`src/rtl/timer16.sv`:
```
// timer16: loadable 16-bit down-counting timer with a prescaler, optional auto-reload
// and a registered one-cycle done pulse.
module timer16 #(
  parameter int unsigned PRESCALE = 1
) (
  input  logic        clk,
  input  logic        rst_n,
  input  logic        load,
  input  logic [15:0] in,
  input  logic        start,
  input  logic        stop,
  input  logic        auto_reload,
  output logic [15:0] count,
  output logic        running,
  output logic        done
);

  typedef enum logic {
    IDLE = 1'b0,
    RUN  = 1'b1
  } state_t;

  localparam logic [15:0] PRS_LAST = 16'(PRESCALE - 1);

  state_t      state;
  logic [15:0] reload;
  logic [15:0] prs;
  logic [15:0] dec;

  // Borrow ripples up from bit 0, the decrementing mirror of the inc16 carry chain.
  always_comb begin
    logic borrow;
    borrow = 1'b1;
    dec    = '0;
    for (int i = 0; i < 16; i++) begin
      dec[i] = count[i] ^ borrow;
      borrow = borrow & ~count[i];
    end
  end

  assign running = (state == RUN);

  // Priority per edge: load, then stop, then start (from IDLE only), then the prescaled tick.
  always_ff @(posedge clk or negedge rst_n) begin
    if (!rst_n) begin
      state  <= IDLE;
      count  <= '0;
      reload <= '0;
      prs    <= '0;
      done   <= 1'b0;
    end else begin
      done <= 1'b0;
      if (load) begin
        count  <= in;
        reload <= in;
        prs    <= '0;
        if (in == 16'd0) begin
          state <= IDLE;
        end
      end else if (stop) begin
        state <= IDLE;
        prs   <= '0;
      end else if (start && (state == IDLE)) begin
        prs <= '0;
        if (count != 16'd0) begin
          state <= RUN;
        end else begin
          done <= 1'b1;
        end
      end else if (state == RUN) begin
        if (prs == PRS_LAST) begin
          prs <= '0;
          // Expiry: reload keeps the timer running, otherwise park at zero in IDLE.
          if (count == 16'd1) begin
            done <= 1'b1;
            if (auto_reload && (reload != 16'd0)) begin
              count <= reload;
            end else begin
              count <= '0;
              state <= IDLE;
            end
          end else if (count != 16'd0) begin
            count <= dec;
          end
        end else begin
          prs <= prs + 16'd1;
        end
      end
    end
  end

endmodule

```
`config.mk`:
```
export PLATFORM = sky130hd
export DESIGN_NAME = timer16
export DESIGN_NICKNAME = d
export VERILOG_FILES = /design/src/rtl/timer16.sv
export SDC_FILE = /design/constraint.sdc
export NUM_CORES = 1
export LEC_CHECK = 0
export ABC_AREA = 1
export ABC_CLOCK_PERIOD_IN_PS = 6800
export CORE_AREA = 10 10 92 94
export CTS_CLUSTER_DIAMETER = 200
export DETAILED_ROUTE_END_ITERATION = 6
export DIE_AREA = 0 0 102 104
export GPL_TIMING_DRIVEN = 0
export PLACE_DENSITY = 0.78
export SLEW_MARGIN = 0
export SYNTH_ARGS = -nofsm -noshare
export SYNTH_HDL_FRONTEND = slang
export SYNTH_SLANG_ARGS = --single-unit
```
`constraint.sdc`:
```
create_clock -name clk -period 6.8 [get_ports clk]
set_input_delay 1.36 -clock clk [delete_from_list [all_inputs] [get_ports clk]]
set_output_delay 1.36 -clock clk [all_outputs]
set_load 0.005 [all_outputs]
```
After elaboration in Yosys (flattened, before gate mapping). Index checks and enable logic that the tools add are counted.

Flip-flop bits (word level): 50. Input bits: 22. Logic and storage cells: 97.

Add/subtract/negate cells: 1. Eq/ne operators: 5. Mux-type cells: 29. Bitwise operators: 45. Reductions and logical operators: 12.

Operator list (number): $mux 16 (13); $logic_not 16->1 (2); $reduce_bool 16->1 (2); $add 16x1->16 const B (1); $eq 16x1->1 const B (1); $mux 1 (16); $not 1->1 (16); $xor 1x1->1 (15); $and 1x1->1 (14); $reduce_and 5->1 (1); $ne 2x2->1 const B (2); $ne 4x3->1 const B (1); $reduce_bool 2->1 (2); $reduce_bool 4->1 (1); $reduce_bool 3->1 (1); $logic_and 1x1->1 (2); $ne 2x1->1 const B (1); $reduce_and 2->1 (1).

Depth between registers and ports, before layout.
Depth in word-level cells: 23. Gate-level depth with buffers: 21.

Least setup slack after synthesis. Ideal clock, no wire load.

Kind: reg-to-reg. Start point: reg count[0]. End point: reg count[15]. Setup time: 117 ps. Data arrival time: 3324 ps. Required time: 6683 ps. Path slack: 3359 ps. Stages on the path, launching flop included: 22. Buffers on the path: 0. Period minus slack after synthesis: 3441 ps. Cell sequence: dfrtp_1 -> inv_1 -> ha_1 -> ha_1 -> ha_1 -> ha_1 -> ha_1 -> ha_1 -> ha_1 -> ha_1 -> ha_1 -> ha_1 -> ha_1 -> ha_1 -> ha_1 -> ha_1 -> xnor2_1 -> a21oi_2 -> nand2_1 -> nand2_1 -> nand2_1 -> nand2_1.

Longest elaborated chain between the ends: 23.

RTL lines: start, declared (RTL line 13) `output logic [15:0] count,`; start signal, assigned (RTL line 54) `count <= in;`; start signal, assigned (RTL line 77) `count <= reload;`; $not 1->1 (RTL line 37) `borrow = borrow & ~count[i];`; $and 1x1->1 (14 in series) (RTL line 37); $xor 1x1->1 (RTL line 36) `dec[i] = count[i] ^ borrow;`; $mux 16 (RTL line 82) `end else if (count != 16'd0) begin`; $mux 16 (RTL line 74) `if (count == 16'd1) begin`; $mux 16 (RTL line 71) `if (prs == PRS_LAST) begin`; $mux 16 (RTL line 70) `end else if (state == RUN) begin`; $mux 16 (RTL line 63) `end else if (start && (state == IDLE)) begin`; $mux 16 (RTL line 60) `end else if (stop) begin`; $mux 16 (RTL line 53) `if (load) begin`.

Parallel ways exist; a longest one is shown, timed or not. The select of a mux whose other input is x is not followed. A chain may end at the register's enable or synchronous reset.

Final worst setup path. Ends and elaborated chain as after synthesis.

==> results.md <==
* Worst rel slew slack at 0.5908
* Gate count of the mapped netlist at 454
* Number of buffers between clock root and the deepest sink at 2
* Total track usage at 0.1492
* Sort of element at the start of the critical path: flip-flop
* Cell types with the largest area share after synthesis: sky130_fd_sc_hd__dfrtp_1, sky130_fd_sc_hd__nand2_1, sky130_fd_sc_hd__nand3_1, sky130_fd_sc_hd__ha_1, sky130_fd_sc_hd__nor2_1
* Count of nets after finishing at 538
* Hold/Removal Path Class: flip-flop to flip-flop
* Grt total ovfl at 0
* Cts repair resizes at 0
* Global routing's busiest layer: met2
* Required time at the worst-slack endpoint at 7.00 ns
* DRT antenna net count at 0
* Setup slack after layout at 3.052 ns
* GP Congestion at 0.8657
* Netlist area before placement at 3244 um2
* Hold-critical path depth at 2
* Global-route wire length before repair at 13230 um
* Maximum number of pins on one net before global-route repair at 32
* Die extent in x at 102 um
* Post-placement worst setup slack at 3.078 ns
* Flip-flop and latch count after synthesis at 50
* Clock-pin transition on the worst setup and hold timing paths at 0.09 ns
* Leakage dissipation at 1.835 nW
* Maximum clock frequency at 266.8 MHz
* Post-Syn Area per Cell at 7.146 um2
* Beginning of the critical path: count[0]
* Part of the cycle the worst path needs at 0.5512
* Placed insts at 572
* Fraction of synthesized cell area taken by the top area cell type at 0.3857
* Fraction of final layout cells sized beyond drive strength 1 at 0.09800
* Initial DRC count at 128
* Unrepaired setup endpoints after global routing: no
* Total count of max-transition violations in the final report at 0
* Latest clock arrival within the worst-skew pair at 0.31 ns
* Fraction of the yosys area taken by sequential cells at 0.3857
* Standard-cell rows at 30
* GR met2 Demand/Resource at 0.2580
* Skew final at 0.004345 ns
* Outcome: completed
* Number of buffers created by CTS at 5
* DRC violation count after routing at 0
* Classification of the worst setup path: flip-flop to flip-flop
* Library cell used as clock root buffer: sky130_fd_sc_hd__clkbuf_8
* Hpwl dp at 6118 um
* Via count at 2933
* DR vias/cell at 5.057
* Number of setup buffers added after CTS at 0
* Slew of the pin with the lowest slew margin at 0.6138 ns
* Placeable core region at 6681 um2
* DIE AREA at 10610 um2
* Fin Hold WS at 0.4934 ns
* Starting density of the core at 0.4856
* CP Data Arrival Time at 3.95 ns
* Biggest area consumer among synthesized cells: sky130_fd_sc_hd__dfrtp_1
* Synthesized netlist net count at 493
* Via count of the first global-routing pass at 2913
* I/O pin count at 40
* Setup TNS Final at 0 ns
* Share of flip-flops with an asynchronous set or reset at 1.000
* MaxCap Viol Count at 0
* Deepest level of the CTS H-tree at 2
* Worst Reg2Reg Path Length in Cells at 21
* Power Dens Cells at 187.3 nW/um2
* Area growth syn-to-layout at 17.78%
* Final Routed Wirelength at 7552 um
* Routed length per placed instance at 13.02 um
* Final count of negative-setup-slack endpoints at 0
* Period minus WS final at 3.748 ns
* Buffers on Ports at 37
* Final Non-Filler Cells at 580
* Count of cell types in the netlist at 30
* Routing usage on met1 at 0.1807
* CTS tree: done
* Beginning of the worst hold path: prs[15]
* Beginning of the worst register-to-register path: count[0]
* Kind of capture point of the worst setup path: flip-flop
* Worst reg2reg path endpoint: count[15]
* Antenna diode instance count at 0
* Number of enable-type register cells in the synthesized netlist at 0
* Count of yosys warnings during synthesis at 0
* Flop2flop setup slack at 3.05 ns
* Vert. Die Dim at 104 um
* Number of clock sinks at 50
* Antenna violations before repair at 0
* Capture endpoint of the worst hold path: prs[15]
* Number of endpoints with negative hold slack in the final report at 0
* Largest fanout on the critical path at 5
* Pre-Repair DR Iteration Count at 6
* Max VDD drop at 0.09239 mV
* Grt met3 use at 0.02924
* Number of hold-repair buffers added at the cts stage at 0
* Ys flop type: sky130_fd_sc_hd__dfrtp_1
[power by group]
group	internal (mW)	total, mW	switching (mW)
registers	0.322	0.350	0.0278
logic	0.0897	0.187	0.0969
clock network	0.0823	0.179	0.0971
total	0.494	0.716	0.222
[sequential cells by signal, summed over array words and instances (netlist names)]
name     cells
count       16
prs         16
reload      16
done         1
running      1
[cell usage after synthesis, types with 2 or more instances]
master                     number
sky130_fd_sc_hd__nand2_1      160
sky130_fd_sc_hd__buf_1          2
sky130_fd_sc_hd__nand2_2        3
sky130_fd_sc_hd__a21oi_1        8
sky130_fd_sc_hd__a21oi_2       10
sky130_fd_sc_hd__o21ai_0       14
sky130_fd_sc_hd__nand4_1        6
sky130_fd_sc_hd__nand3_4        2
sky130_fd_sc_hd__buf_6          2
sky130_fd_sc_hd__nand3_1       55
sky130_fd_sc_hd__inv_2          9
sky130_fd_sc_hd__dfrtp_1       50
sky130_fd_sc_hd__ha_1          17
sky130_fd_sc_hd__nor2_4         2
sky130_fd_sc_hd__xor2_1         7
sky130_fd_sc_hd__buf_2          3
sky130_fd_sc_hd__nor2_1        43
sky130_fd_sc_hd__inv_1         33
sky130_fd_sc_hd__o21ai_1        2
sky130_fd_sc_hd__nor2_2         4
sky130_fd_sc_hd__nor3_1         8
sky130_fd_sc_hd__clkbuf_1       6
[routing by layer]
metal,share of wire,up-vias
li1,-,1533
met1,0.44,1344
met2,0.50,46
met3,0.044,10
met4,0.013,0
met5,0,-
[area by class of cell]
type	instances	area (um2)
well taps	80	100.1
inverters	43	162.7
clock buffers	7	86.33
flip-flops and latches	50	1251
plain buffers	15	90.09
clock inverters	1	5.005
repair buffers	38	385.4
multi-input cells	346	1740
fillers	657	2860
[logic make-up (layout without fill, tap and decap cells)]
logic type,after synthesis,in the layout,synth area share
flip-flops,50,50,0.3857
adder cells (fa/ha/maj),17,17,0.06556
AO/OA/AOI/OAI,34,34,0.06402
XOR/XNOR,8,8,0.02160
buffers and inverters,58,104,0.07790
AND/OR/NAND/NOR,287,287,0.3853
[through the flow]
step	total power, mW	cell area (um2)	util
after floorplan	0.4591	3244	-
after global placement	0.5376	3715	0.5560
after detailed placement	0.5428	3730	0.5582
after CTS	0.7242	3821	0.5719
after global routing	0.7656	3821	0.5719
final	0.7158	3821	0.5719
[placed cells by master, fill, tap and decap left out, types with 3 or more instances in the layout]
cell	Yosys	final
sky130_fd_sc_hd__nand4_1	6	6
sky130_fd_sc_hd__xor2_1	7	7
sky130_fd_sc_hd__nor2_2	4	4
sky130_fd_sc_hd__nor3_1	8	8
sky130_fd_sc_hd__nand2_2	3	3
sky130_fd_sc_hd__o21ai_0	14	14
sky130_fd_sc_hd__buf_2	3	4
sky130_fd_sc_hd__clkdlybuf4s50_1	0	36
sky130_fd_sc_hd__nor2_1	43	43
sky130_fd_sc_hd__ha_1	17	17
sky130_fd_sc_hd__inv_2	9	9
sky130_fd_sc_hd__clkbuf_8	0	6
sky130_fd_sc_hd__clkbuf_1	6	7
sky130_fd_sc_hd__dfrtp_1	50	50
sky130_fd_sc_hd__a21oi_2	10	10
sky130_fd_sc_hd__nand3_1	55	55
sky130_fd_sc_hd__nand2_1	160	160
sky130_fd_sc_hd__a21oi_1	8	8
sky130_fd_sc_hd__inv_1	33	33
[worst max-delay path: stages (launching register included)]
cell and delay [ns]:
sky130_fd_sc_hd__dfrtp_1 0.43, sky130_fd_sc_hd__inv_1 0.06, sky130_fd_sc_hd__ha_1 0.23, sky130_fd_sc_hd__ha_1 0.20, sky130_fd_sc_hd__ha_1 0.18, sky130_fd_sc_hd__ha_1 0.18
sky130_fd_sc_hd__ha_1 0.19, sky130_fd_sc_hd__ha_1 0.18, sky130_fd_sc_hd__ha_1 0.19, sky130_fd_sc_hd__ha_1 0.18, sky130_fd_sc_hd__ha_1 0.17, sky130_fd_sc_hd__ha_1 0.18
sky130_fd_sc_hd__ha_1 0.18, sky130_fd_sc_hd__ha_1 0.18, sky130_fd_sc_hd__ha_1 0.18, sky130_fd_sc_hd__ha_1 0.19, sky130_fd_sc_hd__xnor2_1 0.21, sky130_fd_sc_hd__a21oi_2 0.08
sky130_fd_sc_hd__nand2_1 0.08, sky130_fd_sc_hd__nand2_1 0.05, sky130_fd_sc_hd__nand2_1 0.07, sky130_fd_sc_hd__nand2_1 0.05
[how the worst max path moves through the flow]
stage / endpoint / slack, ns / cells after the start
floorplan: count[15] / 3.36 / 21
global placement: reload[3] / 2.90 / 1
detailed placement: count[15] / 3.08 / 21
CTS: count[15] / 3.03 / 21
global route: count[15] / 2.76 / 21
finish: count[15] / 3.05 / 21
Power figures use the tool's default switching activity.
